`config.mk`:
```
export PLATFORM = sky130hd
export DESIGN_NAME = nvram_uploader
export DESIGN_NICKNAME = d
export VERILOG_FILES = /design/src/rtl/williams2_pkg.sv /design/src/rtl/nvram_save_timer.sv /design/src/rtl/nvram_uploader.sv
export SDC_FILE = /design/constraint.sdc
export NUM_CORES = 1
export LEC_CHECK = 0
export ABC_AREA = 0
export BUFFER_PORTS_ARGS = -buffer_cell sky130_fd_sc_hd__buf_2
export CAP_MARGIN = 20
export CORE_ASPECT_RATIO = 0.5
export CORE_MARGIN = 1
export CORE_UTILIZATION = 47
export DETAILED_ROUTE_END_ITERATION = 6
export PLACE_DENSITY = 0.87
export RECOVER_POWER = 50
export SLEW_MARGIN = 20
export SYNTH_ARGS = -nofsm -noshare
export SYNTH_HDL_FRONTEND = slang
export SYNTH_SLANG_ARGS = --single-unit
```
`constraint.sdc`:
```
create_clock -name clock_12 -period 2.03 [get_ports clock_12]
set_input_delay 0.203 -clock clock_12 [delete_from_list [all_inputs] [get_ports clock_12]]
set_output_delay 0.203 -clock clock_12 [all_outputs]
set_load 0.005 [all_outputs]
```
`src/rtl/williams2_pkg.sv`:
```
// Shared williams2 definitions used by the NVRAM upload path.
//   CMOS_AW    : default CMOS address width (1024 nibble locations)
//   PAD_NIBBLE : upper nibble returned alongside each CMOS nibble
//   OOR_BYTE   : byte returned for addresses beyond the CMOS
//   upl_state_t: read FSM states
package williams2_pkg;

    localparam int         CMOS_AW    = 10;
    localparam logic [3:0] PAD_NIBBLE = 4'hF;
    localparam logic [7:0] OOR_BYTE   = 8'hFF;

    typedef enum logic [1:0] {
        IDLE  = 2'd0,
        FETCH = 2'd1,
        WAIT  = 2'd2,
        HOLD  = 2'd3
    } upl_state_t;

endpackage

```
`src/rtl/nvram_save_timer.sv`:
```
// Auto-save request generator. Tracks CMOS writes from the game CPU and,
// once the CMOS has been quiet for QUIET_FRAMES frames, pulses upload_req
// for one cycle so the HPS fetches a fresh NVRAM image.
//   clock_12   in  system clock
//   reset_n    in  synchronous active-low reset
//   save_en    in  auto-save enable
//   upload     in  HPS upload session active
//   cmos_we    in  game CPU wrote CMOS this cycle
//   vblank     in  vertical blank, rising edge is the frame tick
//   upload_req out one-cycle upload request pulse
module nvram_save_timer #(
    parameter int QUIET_FRAMES = 60
) (
    input  logic clock_12,
    input  logic reset_n,
    input  logic save_en,
    input  logic upload,
    input  logic cmos_we,
    input  logic vblank,
    output logic upload_req
);

    localparam int             CW = $clog2(QUIET_FRAMES + 1);
    localparam logic [CW-1:0]  QF = CW'(QUIET_FRAMES);

    logic          vblank_q;
    logic          upload_q;
    logic          dirty;
    logic          pending;
    logic          sess_we;   // CPU wrote CMOS during the current upload session
    logic [CW-1:0] cnt;

    logic tick, upl_rise, upl_fall, req_fire;

    assign tick     = vblank & ~vblank_q;
    assign upl_rise = upload & ~upload_q;
    assign upl_fall = ~upload & upload_q;
    assign req_fire = dirty & save_en & ~upload & (cnt == QF) & ~pending;

    always_ff @(posedge clock_12) begin
        if (!reset_n) begin
            vblank_q   <= 1'b0;
            upload_q   <= 1'b0;
            dirty      <= 1'b0;
            pending    <= 1'b0;
            sess_we    <= 1'b0;
            cnt        <= '0;
            upload_req <= 1'b0;
        end else begin
            vblank_q   <= vblank;
            upload_q   <= upload;
            upload_req <= req_fire;

            // A write restarts the quiet period even on a tick cycle.
            if (cmos_we) begin
                dirty <= 1'b1;
                cnt   <= '0;
            end else if (tick && dirty && cnt != QF) begin
                cnt <= cnt + 1'b1;
            end

            if (upl_rise)
                sess_we <= cmos_we;
            else if (upload && cmos_we)
                sess_we <= 1'b1;

            // The finished session captured the CMOS only if nothing was
            // written while it ran; otherwise stay dirty for another save.
            if (upl_fall) begin
                pending <= 1'b0;
                if (!sess_we && !cmos_we)
                    dirty <= 1'b0;
            end else if (req_fire) begin
                pending <= 1'b1;
            end
        end
    end

endmodule

```
`src/rtl/nvram_uploader.sv`:
```
// Serves HPS NVRAM upload reads from the CMOS second port. Each byte read
// returns {4'hF, nibble}; addresses beyond the CMOS return 8'hFF. Also
// hosts the auto-save timer that requests uploads after CMOS activity.
//   clock_12   in  system clock
//   reset_n    in  synchronous active-low reset
//   save_en    in  auto-save enable
//   upload     in  HPS upload session active
//   rd, addr   in  HPS byte read strobe and address
//   din        out byte returned to HPS (held until next accepted rd)
//   upload_req out one-cycle upload request
//   cmos_we    in  game CPU CMOS write
//   vblank     in  frame tick source
//   ram_addr, ram_rd out / ram_q in : CMOS second port (1-cycle latency)
//   busy       out fetch in progress
module nvram_uploader #(
    parameter int CMOS_AW      = williams2_pkg::CMOS_AW,
    parameter int QUIET_FRAMES = 60
) (
    input  logic               clock_12,
    input  logic               reset_n,
    input  logic               save_en,
    input  logic               upload,
    input  logic               rd,
    input  logic [24:0]        addr,
    output logic [7:0]         din,
    output logic               upload_req,
    input  logic               cmos_we,
    input  logic               vblank,
    output logic [CMOS_AW-1:0] ram_addr,
    output logic               ram_rd,
    input  logic [3:0]         ram_q,
    output logic               busy
);

    import williams2_pkg::*;

    upl_state_t state;
    logic       oor_q;   // latched address lies beyond the CMOS
    logic       in_rng;

    assign in_rng = ((addr >> CMOS_AW) == 25'd0);

    // ram_rd is raised on entry to FETCH so the nibble is on ram_q
    // during WAIT, giving din three cycles after rd.
    always_ff @(posedge clock_12) begin
        if (!reset_n) begin
            state    <= IDLE;
            din      <= 8'h00;
            ram_rd   <= 1'b0;
            ram_addr <= '0;
            busy     <= 1'b0;
            oor_q    <= 1'b0;
        end else if (!upload) begin
            state  <= IDLE;
            ram_rd <= 1'b0;
            busy   <= 1'b0;
        end else begin
            case (state)
                IDLE: if (rd) begin
                    ram_addr <= addr[CMOS_AW-1:0];
                    ram_rd   <= in_rng;
                    oor_q    <= ~in_rng;
                    busy     <= 1'b1;
                    state    <= FETCH;
                end
                FETCH: begin
                    ram_rd <= 1'b0;
                    if (oor_q) begin
                        din   <= OOR_BYTE;
                        busy  <= 1'b0;
                        state <= HOLD;
                    end else begin
                        state <= WAIT;
                    end
                end
                WAIT: begin
                    din   <= {PAD_NIBBLE, ram_q};
                    busy  <= 1'b0;
                    state <= HOLD;
                end
                HOLD:    state <= IDLE;
                default: state <= IDLE;
            endcase
        end
    end

    nvram_save_timer #(.QUIET_FRAMES(QUIET_FRAMES)) u_save_timer (
        .clock_12   (clock_12),
        .reset_n    (reset_n),
        .save_en    (save_en),
        .upload     (upload),
        .cmos_we    (cmos_we),
        .vblank     (vblank),
        .upload_req (upload_req)
    );

endmodule

```
==> results.md, run 1 <==
* Worst-path cell chain: inv_1, ha_1, nand2_1, o21ai_0, mux2i_1, nor2_1
* PD cells at roughly 750 nW/um^2
* Total track usage at 0.198
* Tcrit/Tclk final at 0.761
* Adder-cell area share of the yosys netlist at 0.0537
* Post-CTS setup buffers at 0
* Crit end category: register
* Worst Path Max Fanout at 4
* Syn Area/Cell at 9.08 um^2
* Clock Sinks at 32
* Synthesized area at 1400 um^2
* Final setup viols at 0
* WS Path Type: register to register
* CTS buffer count at 5
* Net Sw Power at 313 uW
* Grt total ovfl at 0
* Initial antenna violation count at 0
* Die area at roughly 3200 um^2
* Starting Density at 0.518
* Max_cap viols at 0
* Seq pwr share at 0.508
* CP Launch Type: register
* Highest clock rate at between 600 and 700 MHz
* H-tree depth at 2
* XOR/XNOR Fraction of Synth Area at 0.0188
* Pleak at about 0.00084 uW
* Die width at 79.2 um
* Internal at 1000 uW
* Nets at 251
* Area growth syn-to-layout at 25.8%
* Setup TNS at 0 ps
* Placer Congestion at around 0.8
* Hold Slack at 146 ps
* Comb power frac at 0.110
* Detailed Place HPWL at 2350 um
* Worst EP arrival at roughly 1700 ps
* Critical path's slowest cell: o21ai_0
* Mapped Cells at 154
* Clk_lat worst skew at 280 ps
* Switching Share at 0.238
* Worst vdd ir at 0.405 mV
* Fill cell count at approximately 220
* Fraction of layout cells with a size suffix above 1 at 0.257
* Std cell rows at 13
* Routed Antenna Nets at 0
* Final-report hold violation count at 0
* CTS tree: built
* Clock slew at reported path FFs at 70 ps
* Clock root cell: clkbuf_8
* Commonest non-fill, non-tap cell in the layout: buf_2
* Sequential cell area fraction in the yosys report at 0.458
* Post-cts resize count at 0
* Worst path max stage delay at 400 ps
* Num ports at between 50 and 60
* Die height at 40.6 um
* Async set-reset flop share out of synthesis at 0
* Relative slew slack at 0.459
* Pre-antenna DRT Iters at 4
* Via count at 1268
* Clock share of power at 0.382
* Synth cell types at 35
* Core Box Area at 2700 um^2
* Vias in the first global route at 1029
* Mux contribution to synthesized area at 0.0286
* Layout Skew at around 4.4 ps
* Largest net degree at the start of global routing at 24
* Worst Tran Pin Value at 811 ps
* Via density at 5.13
* Crit path time final at around 1500 ps
* Clock Tree Buf Depth at 2
* Hold_buf cts at 0
* DRT iter0 DRCs at 50
* Routed WL per cell at 12.2 um
* Seq cells post-synth at 32
* Antenna cells at 0
* Number of flops mapped to enable cells by yosys at 0
* Main combinational cell family by area after synthesis: simple AND/OR/NAND/NOR gates
* Setup repair after global routing missed its margin: false
* Yosys Warn Count at 0
* Port Buf Inserts at 56
* First-pass GRT wire length at 4440 um
* Crit path required time at ~2200 ps
* Status: complete, no violations
* Worst hold path class: input pin to register
* WL final at roughly 3000 um
* Commonest non-fill, non-tap cells in the layout: buf_2 (46), dfxtp_1 (32), nand2_1 (26)
* Ys flop type: dfxtp_1
* Post-synthesis compound-gate area fraction at 0.165
* Core Util, Final at 0.652
* Drt drc at 0
* Simple logic cell fraction of the synthesized area at 0.229
* Synth Net Count at 196
* Slew Viols, Final at 0
==> registers in the layout (all words and copies together) (netlist names) <==
register and cells:
state 2, u_save_timer.upload_req 1, u_save_timer.dirty 1, u_save_timer.cnt 6, busy 1, oor_q 1, u_save_timer.vblank_q 1, din 5
u_save_timer.pending 1, ram_rd 1, u_save_timer.upload_q 1, ram_addr 10, u_save_timer.sess_we 1
==> critical path: cells and delay by family (launching register included) <==
family / cells / cell delay [ps]
compound gates: 1 / 400
fa+ha+maj: 1 / 190
buf+inv: 1 / 110
flops: 1 / 330
mux: 1 / 240
simple gates: 2 / 170
==> cells by family (layout without fill, tap and decap cells) <==
| kind of cell | after synthesis | count (layout) |
|---|---|---|
| XOR/XNOR | 3 | 3 |
| AO/OA/AOI/OAI | 31 | 31 |
| adder cells (fa/ha/maj) | 6 | 6 |
| multiplexers | 4 | 4 |
| buffers and inverters | 14 | 70 |
| AND/OR/NAND/NOR | 64 | 64 |
| flip-flops | 32 | 32 |
==> power by group through the flow <==
stage          clock network, uW  logic, uW  registers (uW)
6_report                     502        145             669
3_5_place_dp                   0        147             683
5_1_grt                      543        163             672
2_1_floorplan                  0       80.0             682
3_3_place_gp                   0        140             681
4_1_cts                      511        148             668
==> per-stage QoR <==
step                cell area, um^2  setup slack (ps)  power (uW)  std cells
floorplan                      1400               592         762        154
global placement               1680               613         821        239
detailed placement             1680               501         830        239
CTS                            1770               490        1330        247
global route                   1760               339        1380        247
finish                         1760               484        1320        247
==> layer usage <==
metal,up-vias,global-route usage,share of wire
met5,-,0,0
met4,0,0.123,0.030
met3,11,0.0795,0.057
met2,43,0.371,0.50
met1,578,0.198,0.42
li1,636,-,-
==> area by class of cell <==
| class | count | area, um^2 | area share |
|---|---|---|---|
| inverter | 6 | 22.5 | 0.0128 |
| timing repair buffer | 56 | 268 | 0.152 |
| sequential | 32 | 641 | 0.364 |
| multi-input combinational | 108 | 693 | 0.394 |
| tap | 37 | 46.3 | 0.0263 |
| clock buffer | 8 | 90.1 | 0.0512 |
==> synthesized netlist by cell type, drive strengths merged (2+ instances only) <==
library cell	n	area (um^2)
dfxtp	32	641
nand2	26	97.6
nor2	12	45.0
a21boi	11	82.6
ha	6	75.1
inv	6	22.5
o211a	5	50.1
buf	4	27.5
clkbuf	4	15.0
mux2i	4	40.0
nand2b	4	25.0
nand3b	4	30.0
nor4	4	25.0
o21ai	4	20.0
and3	3	20.0
nand3	3	20.0
o21a	3	22.5
a21oi	2	10.0
and3b	2	17.5
o211ai	2	15.0
xor2	2	17.5
==> path summary, 6_finish.rpt <==
check / startpoint / endpoint / slack [ps] / cells past startpoint
worst min register to register: ram_addr[2] / ram_addr[2] / 460 / 2
worst min-delay path: vblank / u_save_timer.vblank_q / 150 / 2
worst max-delay path: u_save_timer.cnt[0] / u_save_timer.cnt[1] / 480 / 6
worst max register to register: u_save_timer.cnt[0] / u_save_timer.cnt[1] / 480 / 6
Note: power is estimated with default switching activity, not from simulation.
==> run 2, diff against run 1 <==
--- a/config.mk
+++ b/config.mk
@@ -5,14 +5,14 @@
 export SDC_FILE = /design/constraint.sdc
 export NUM_CORES = 1
 export LEC_CHECK = 0
-export ABC_AREA = 0
+export ABC_AREA = 1
 export BUFFER_PORTS_ARGS = -buffer_cell sky130_fd_sc_hd__buf_2
 export CAP_MARGIN = 20
 export CORE_ASPECT_RATIO = 0.5
 export CORE_MARGIN = 1
-export CORE_UTILIZATION = 47
+export CORE_UTILIZATION = 43
 export DETAILED_ROUTE_END_ITERATION = 6
-export PLACE_DENSITY = 0.87
+export PLACE_DENSITY = 0.83
 export RECOVER_POWER = 50
 export SLEW_MARGIN = 20
 export SYNTH_ARGS = -nofsm -noshare
==> constraint.sdc (replaced) <==
create_clock -name clock_12 -period 1.4 [get_ports clock_12]
set_input_delay 0.14 -clock clock_12 [delete_from_list [all_inputs] [get_ports clock_12]]
set_output_delay 0.14 -clock clock_12 [all_outputs]
set_load 0.005 [all_outputs]
==> results.md, run 2 <==
* Status: complete, no violations (unchanged)
* Die area at 3700 um^2 (was 3210 um^2)
* Fraction of layout cells with a size suffix above 1 at 0.300 (was 0.257)
* Worst hold path class: input pin to register (unchanged)
* Layout Skew at 4.59 ps (was 4.38 ps)
* Ys flop type: dfxtp_1 (unchanged)
* Via count at 1465 (was 1268)
* Largest area contributor in the netlist: dfxtp_1 (unchanged)
* WL final at 3290 um (was 3000 um)
* Synthesized area at 1480 um^2 (was 1400 um^2)
* WL met2 at 1590 um (was 1490 um)
* Worst vdd ir at 0.444 mV (was 0.405 mV)
* Hold Slack at 59.5 ps (was 146 ps)
* Regs by FF count: ram_addr (10), u_save_timer.cnt (6), din (5) (unchanged)
* Post-DP Area at 1790 um^2 (was 1680 um^2)
* Relative slew slack at 0.799 (was 0.459)
* Worst Tran Pin Value at 301 ps (was 811 ps)
* Pleak at 0.000892 uW (was 0.000837 uW)
* Num ports at 57 (unchanged)
* Clock Tree Buf Depth at 2 (unchanged)
* Post-route cell area at 1890 um^2 (was 1760 um^2)
* Nets at 305 (was 251)
* Drt drc at 0 (unchanged)
* Top reg by flops: ram_addr (unchanged)
* Highest clock rate at 777 MHz (was 647 MHz)
* Worst EP arrival at 1500 ps (was 1710 ps)
* Clk_lat worst skew at 280 ps (about the same)
* Final-report hold violation count at 0 (unchanged)
* Crit path time final at 1290 ps (was 1550 ps)
* DR WL met3 at 122 um (was 172 um)
* Synth cell types at 23 (was 35)
* Setup repair after global routing missed its margin: true (was false)
* Final setup viols at 0 (unchanged)
* Sequential cell area fraction in the yosys report at 0.432 (was 0.458)
* First-pass GRT wire length at 5390 um (was 4440 um)
* Crit end category: register (unchanged)
* Via density at 4.83 (was 5.13)
* Die width at 85.1 um (was 79.2 um)
* Std cell rows at 14 (was 13)
* Grt total ovfl at 0 (unchanged)
* Pre-antenna DRT Iters at 4 (unchanged)
* Total power at 1880 uW (was 1320 uW)
* Commonest non-fill, non-tap cell in the layout: buf_2 (unchanged)
* Ranking of synthesized cells by area: dfxtp_1 (43%), nand2_1 (11%), nor2_1 (7.3%) (was dfxtp_1 (46%), nand2_1 (7.0%), a21boi_0 (5.9%))
* Fill cell count at 281 (was 221)
* Core Util, Final at 0.602 (was 0.652)
* Async set-reset flop share out of synthesis at 0 (unchanged)
* Top-count cell post-synth: nand2_1 (was dfxtp_1)
* Area growth syn-to-layout at 27.2% (was 25.8%)
* Synth Net Count at 247 (was 196)
* Largest net degree at the start of global routing at 18 (was 24)
* Clock slew at reported path FFs at 60 ps (was 70 ps)
* Mapped Cells at 205 (was 154)
* Slew Viols, Final at 0 (unchanged)
* CTS tree: built (unchanged)
* Setup TNS at 0 ps (unchanged)
* Clock Sinks at 32 (unchanged)
* Routed WL per cell at 10.8 um (was 12.2 um)
* Syn Area/Cell at 7.24 um^2 (was 9.08 um^2)
* Starting Density at 0.473 (was 0.518)
* Initial antenna violation count at 0 (unchanged)
* Crit path required time at 1610 ps (was 2200 ps)
* Max Used Layer: met4 (unchanged)
* Commonest non-fill, non-tap cells in the layout: buf_2 (51), nand2_1 (41), nor2_1 (29), dfxtp_1 (29), a21oi_1 (20) (was buf_2 (46), dfxtp_1 (32), nand2_1 (26))
* PD cells at 995 nW/um^2 (was 747 nW/um^2)
* Cells on worst reg2reg path at 7 (was 6)
* Worst Path Max Fanout at 5 (was 4)
* M1 WL at 1500 um (was 1250 um)
* Total track usage at 0.190 (was 0.198)
* DRT iter0 DRCs at 51 (was 50)
* Vias in the first global route at 1319 (was 1029)
* Hold depth at 3 (was 2)
* Port Buf Inserts at 56 (unchanged)
* Seq cells post-synth at 32 (unchanged)
* Max_cap viols at 0 (unchanged)
* Number of flops mapped to enable cells by yosys at 0 (unchanged)
* Core Box Area at 3140 um^2 (was 2700 um^2)
* Die height at 43.5 um (was 40.6 um)
* Post-synth top cells: nand2_1 (42), dfxtp_1 (32), nor2_1 (29) (was dfxtp_1 (32), nand2_1 (26), nor2_1 (12))
* Placer Congestion at 0.793 (was 0.814)
* Max reg flops at 10 (unchanged)
* Detailed Place HPWL at 2340 um (was 2350 um)
* Post-CTS setup buffers at 0 (unchanged)
* Routed Antenna Nets at 0 (unchanged)
* Clock root cell: clkbuf_8 (unchanged)
* CP Launch Type: register (unchanged)
* CTS buffer count at 5 (unchanged)
* Hold_buf cts at 0 (unchanged)
* H-tree depth at 2 (unchanged)
* Yosys Warn Count at 0 (unchanged)
* Antenna cells at 0 (unchanged)
* WS Path Type: register to register (unchanged)
* Tcrit/Tclk final at 0.919 (was 0.761)
* Yosys top cell area share at 0.432 (was 0.458)
-- run 2: cell types whose count changed after synthesis, moves of 7 or more --
| cell | previous run | this run |
|---|---|---|
| a21boi_0 | 11 | 0 |
| a21oi_1 | 2 | 20 |
| inv_1 | 6 | 18 |
| inv_2 | 0 | 7 |
| nand2_1 | 26 | 42 |
| nand3_1 | 2 | 16 |
| nor2_1 | 12 | 29 |
| o21ai_1 | 0 | 9 |
-- run 2: layout make-up --
| cell class | instances | area (um^2) | area share |
|---|---|---|---|
| clock buffers | 6 | 72.6 | 0.0385 |
| repair buffers | 58 | 302 | 0.160 |
| inverters | 25 | 93.8 | 0.0497 |
| multi-input cells | 141 | 719 | 0.381 |
| flip-flops and latches | 32 | 644 | 0.342 |
| well taps | 40 | 50.0 | 0.0265 |
| clock inverters | 1 | 5.00 | 0.00265 |
-- run 2: repair_timing --
action,CTS,global route
pin swaps,0,0
setup endpoints to repair,1,15
gates cloned,0,0
resized for setup,1,6
-- run 2: where the power goes --
group / switching [uW] / leakage (uW) / internal (uW)
Sequential: 23.4 / 0.000262 / 949
Combinational: 133 / 0.000589 / 111
Clock: 325 / 0.0000410 / 337
-- run 2: path summary, 6_finish.rpt --
| check | to | start | slack [ps] |
|---|---|---|---|
| max | din[1] | state[1] | 110 |
| min | u_save_timer.vblank_q | vblank | 60 |
| max reg2reg | din[1] | state[1] | 110 |
| min reg2reg | u_save_timer.pending | u_save_timer.pending | 450 |
-- run 2: metrics by stage --
step / setup slack, ps / cells
2_1_floorplan: 158 / 205
3_3_place_gp: 106 / 296
3_5_place_dp: 5.36 / 296
4_1_cts: 32.0 / 303
5_1_grt: -23.6 / 303
6_report: 114 / 303
-- run 2: worst max-delay path: stages (launching register included) --
cell	delay, ps
dfxtp_2	360
inv_1	100
ha_1	230
nand2_1	130
nand3_2	130
inv_2	130
o21ai_1	60
nor2_1	90
-- run 2: kinds of logic (layout without fill, tap and decap cells) --
group                    count (synthesis)  count (layout)  share of synthesized area
AND/OR/NAND/NOR                        101             101                      0.299
buffers and inverters                   32              90                     0.0970
XOR/XNOR                                 1               1                    0.00590
adder cells (fa/ha/maj)                  6               6                     0.0506
AO/OA/AOI/OAI                           33              33                      0.116
flip-flops                              32              32                      0.432
-- run 2: routing by layer --
| layer | track usage | vias to the layer above |
|---|---|---|
| met5 | 0 | - |
| met1 | 0.222 | 661 |
| met2 | 0.319 | 24 |
| met4 | 0.105 | 0 |
| li1 | - | 772 |
| met3 | 0.0610 | 8 |
==> run 3, diff against run 2 <==
--- a/config.mk
+++ b/config.mk
@@ -10,9 +10,9 @@
 export CAP_MARGIN = 20
 export CORE_ASPECT_RATIO = 0.5
 export CORE_MARGIN = 1
-export CORE_UTILIZATION = 43
+export CORE_UTILIZATION = 48
 export DETAILED_ROUTE_END_ITERATION = 6
-export PLACE_DENSITY = 0.83
+export PLACE_DENSITY = 0.88
 export RECOVER_POWER = 50
 export SLEW_MARGIN = 20
 export SYNTH_ARGS = -nofsm -noshare
==> constraint.sdc (replaced) <==
create_clock -name clock_12 -period 1.45 [get_ports clock_12]
set_input_delay 0.145 -clock clock_12 [delete_from_list [all_inputs] [get_ports clock_12]]
set_output_delay 0.145 -clock clock_12 [all_outputs]
set_load 0.005 [all_outputs]
==> results.md, run 3 (synthesis results as in run 2) <==
* Routed WL per cell at 11.0 um (was 10.8 um)
* Std cell rows at 13 (was 14)
* DP Worst Slack at -6.70 ps (was 5.36 ps)
* Setup TNS at 0 ps (unchanged)
* Final setup viols at 0 (unchanged)
* Die width at 80.6 um (was 85.1 um)
* Final-report hold violation count at 0 (unchanged)
* Clock slew at reported path FFs at 70 ps (was 60 ps)
* Die area at 3330 um^2 (was 3700 um^2)
* Area of the multi-input gates at 702 um^2 (was 719 um^2)
* CP Launch Type: register (unchanged)
* Clock Sinks at 32 (unchanged)
* Total track usage at 0.216 (was 0.190)
* Max_cap viols at 0 (unchanged)
* Worst hold path class: input pin to register (unchanged)
* Clock root cell: clkbuf_8 (unchanged)
* Setup repair after global routing missed its margin: false (was true)
* Worst vdd ir at 0.435 mV (was 0.444 mV)
* Crit path time final at 1360 ps (was 1290 ps)
* Worst Tran Pin Value at 481 ps (was 301 ps)
* Layout Cells excl Fill at 301 (was 303)
* Pre-antenna DRT Iters at 4 (unchanged)
* Port Buf Inserts at 56 (unchanged)
* Slack of the critical path at 87.1 ps (was 114 ps)
* Regs by FF count: ram_addr (10), u_save_timer.cnt (6), din (5) (unchanged)
* Top reg by flops: ram_addr (unchanged)
* Clock Tree Buf Depth at 2 (unchanged)
* CTS tree: built (unchanged)
* Register area at 643 um^2 (was 644 um^2)
* Largest net degree at the start of global routing at 18 (unchanged)
* Detailed Place HPWL at 2490 um (was 2340 um)
* Placer Congestion at 0.785 (was 0.793)
* H-tree depth at 2 (unchanged)
* First-pass GRT wire length at 5130 um (was 5390 um)
* Vias in the first global route at 1245 (was 1319)
* Fill cell count at 225 (was 281)
* Highest clock rate at 734 MHz (was 777 MHz)
* Core Box Area at 2770 um^2 (was 3140 um^2)
* FF-to-FF Start: state[0] (was state[1])
* Die height at 41.3 um (was 43.5 um)
* Antenna cells at 0 (unchanged)
* Critical Path Start: state[0] (was state[1])
* Max reg flops at 10 (unchanged)
* Drt drc at 0 (unchanged)
* Worst Path Max Fanout at 12 (was 5)
* Hold_buf cts at 0 (unchanged)
* PD cells at 1070 nW/um^2 (was 995 nW/um^2)
* Starting Density at 0.537 (was 0.473)
* Tcrit/Tclk final at 0.940 (was 0.919)
* Layout Skew at 4.29 ps (was 4.59 ps)
* Grt total ovfl at 0 (unchanged)
* Initial antenna violation count at 0 (unchanged)
* Fraction of layout cells with a size suffix above 1 at 0.235 (was 0.300)
* Dpl cells at 293 (was 296)
* Commonest non-fill, non-tap cells in the layout: nand2_1 (41), buf_2 (38), dfxtp_1 (30) (was buf_2 (51), nand2_1 (41), nor2_1 (29), dfxtp_1 (29), a21oi_1 (20))
* Commonest non-fill, non-tap cell in the layout: nand2_1 (was buf_2)
* CTS buffer count at 5 (unchanged)
* Status: complete, no violations (unchanged)
* Hold Slack at 77.8 ps (was 59.5 ps)
* Post-cts resize count at 1 (unchanged)
* Via count at 1463 (was 1465)
* Clk_lat worst skew at 290 ps (was 280 ps)
* Relative slew slack at 0.679 (was 0.799)
* Via density at 4.86 (was 4.83)
* Num ports at 57 (unchanged)
* Area growth syn-to-layout at 26.0% (was 27.2%)
* Worst EP arrival at 1520 ps (was 1500 ps)
* Hold path start: vblank (unchanged)
* Crit end category: register (unchanged)
* WS Path Type: register to register (unchanged)
* Crit path required time at 1600 ps (was 1610 ps)
* WL final at 3310 um (was 3290 um)
* Routed Antenna Nets at 0 (unchanged)
* Pleak at 0.000849 uW (was 0.000892 uW)
* Post-CTS setup buffers at 0 (unchanged)
* DRT iter0 DRCs at 116 (was 51)
* Slew Viols, Final at 0 (unchanged)
* Nets at 305 (unchanged)
run 3: final timing paths:
check                          end  slack, ps  depth (start not counted)
max reg2reg            ram_addr[3]         90                          8
min          u_save_timer.vblank_q         80                          3
max                    ram_addr[3]         90                          8
min reg2reg   u_save_timer.pending        450                          2
run 3: critical path, stage by stage (launching register included):
cell and delay [ps]:
dfxtp_2 340, inv_1 100, ha_1 170, nand2_1 70, inv_2 170, nand2_2 100, buf_6 150, nand2_1 60
a21oi_1 60
run 3: metrics by stage:
stage          total power (uW)  cell area (um^2)  utilization
2_1_floorplan              1080              1480            -
3_3_place_gp               1170              1780        0.642
3_5_place_dp               1180              1780        0.642
4_1_cts                    2020              1880        0.681
5_1_grt                    2080              1870        0.676
6_report                   2000              1870        0.676
run 3: per-layer routing:
layer | wire (um) | track usage | share of wire | vias to the layer above
met5 | 0 | 0 | 0 | -
met4 | 59 | 0.138 | 0.018 | 0
met3 | 130 | 0.0522 | 0.039 | 6
met2 | 1610 | 0.394 | 0.49 | 28
met1 | 1510 | 0.244 | 0.46 | 659
li1 | - | - | - | 770
run 3: cell type report:
class | count | share of cell area
clock buffer | 6 | 0.0388
inverter | 25 | 0.0502
clock inverter | 2 | 0.0187
sequential | 32 | 0.344
multi-input combinational | 141 | 0.376
tap | 37 | 0.0248
timing repair buffer | 58 | 0.148
run 3: report_power, final:
part / switching [uW] / internal (uW)
Sequential: 23.4 / 916
Clock: 332 / 509
Combinational: 126 / 94.5
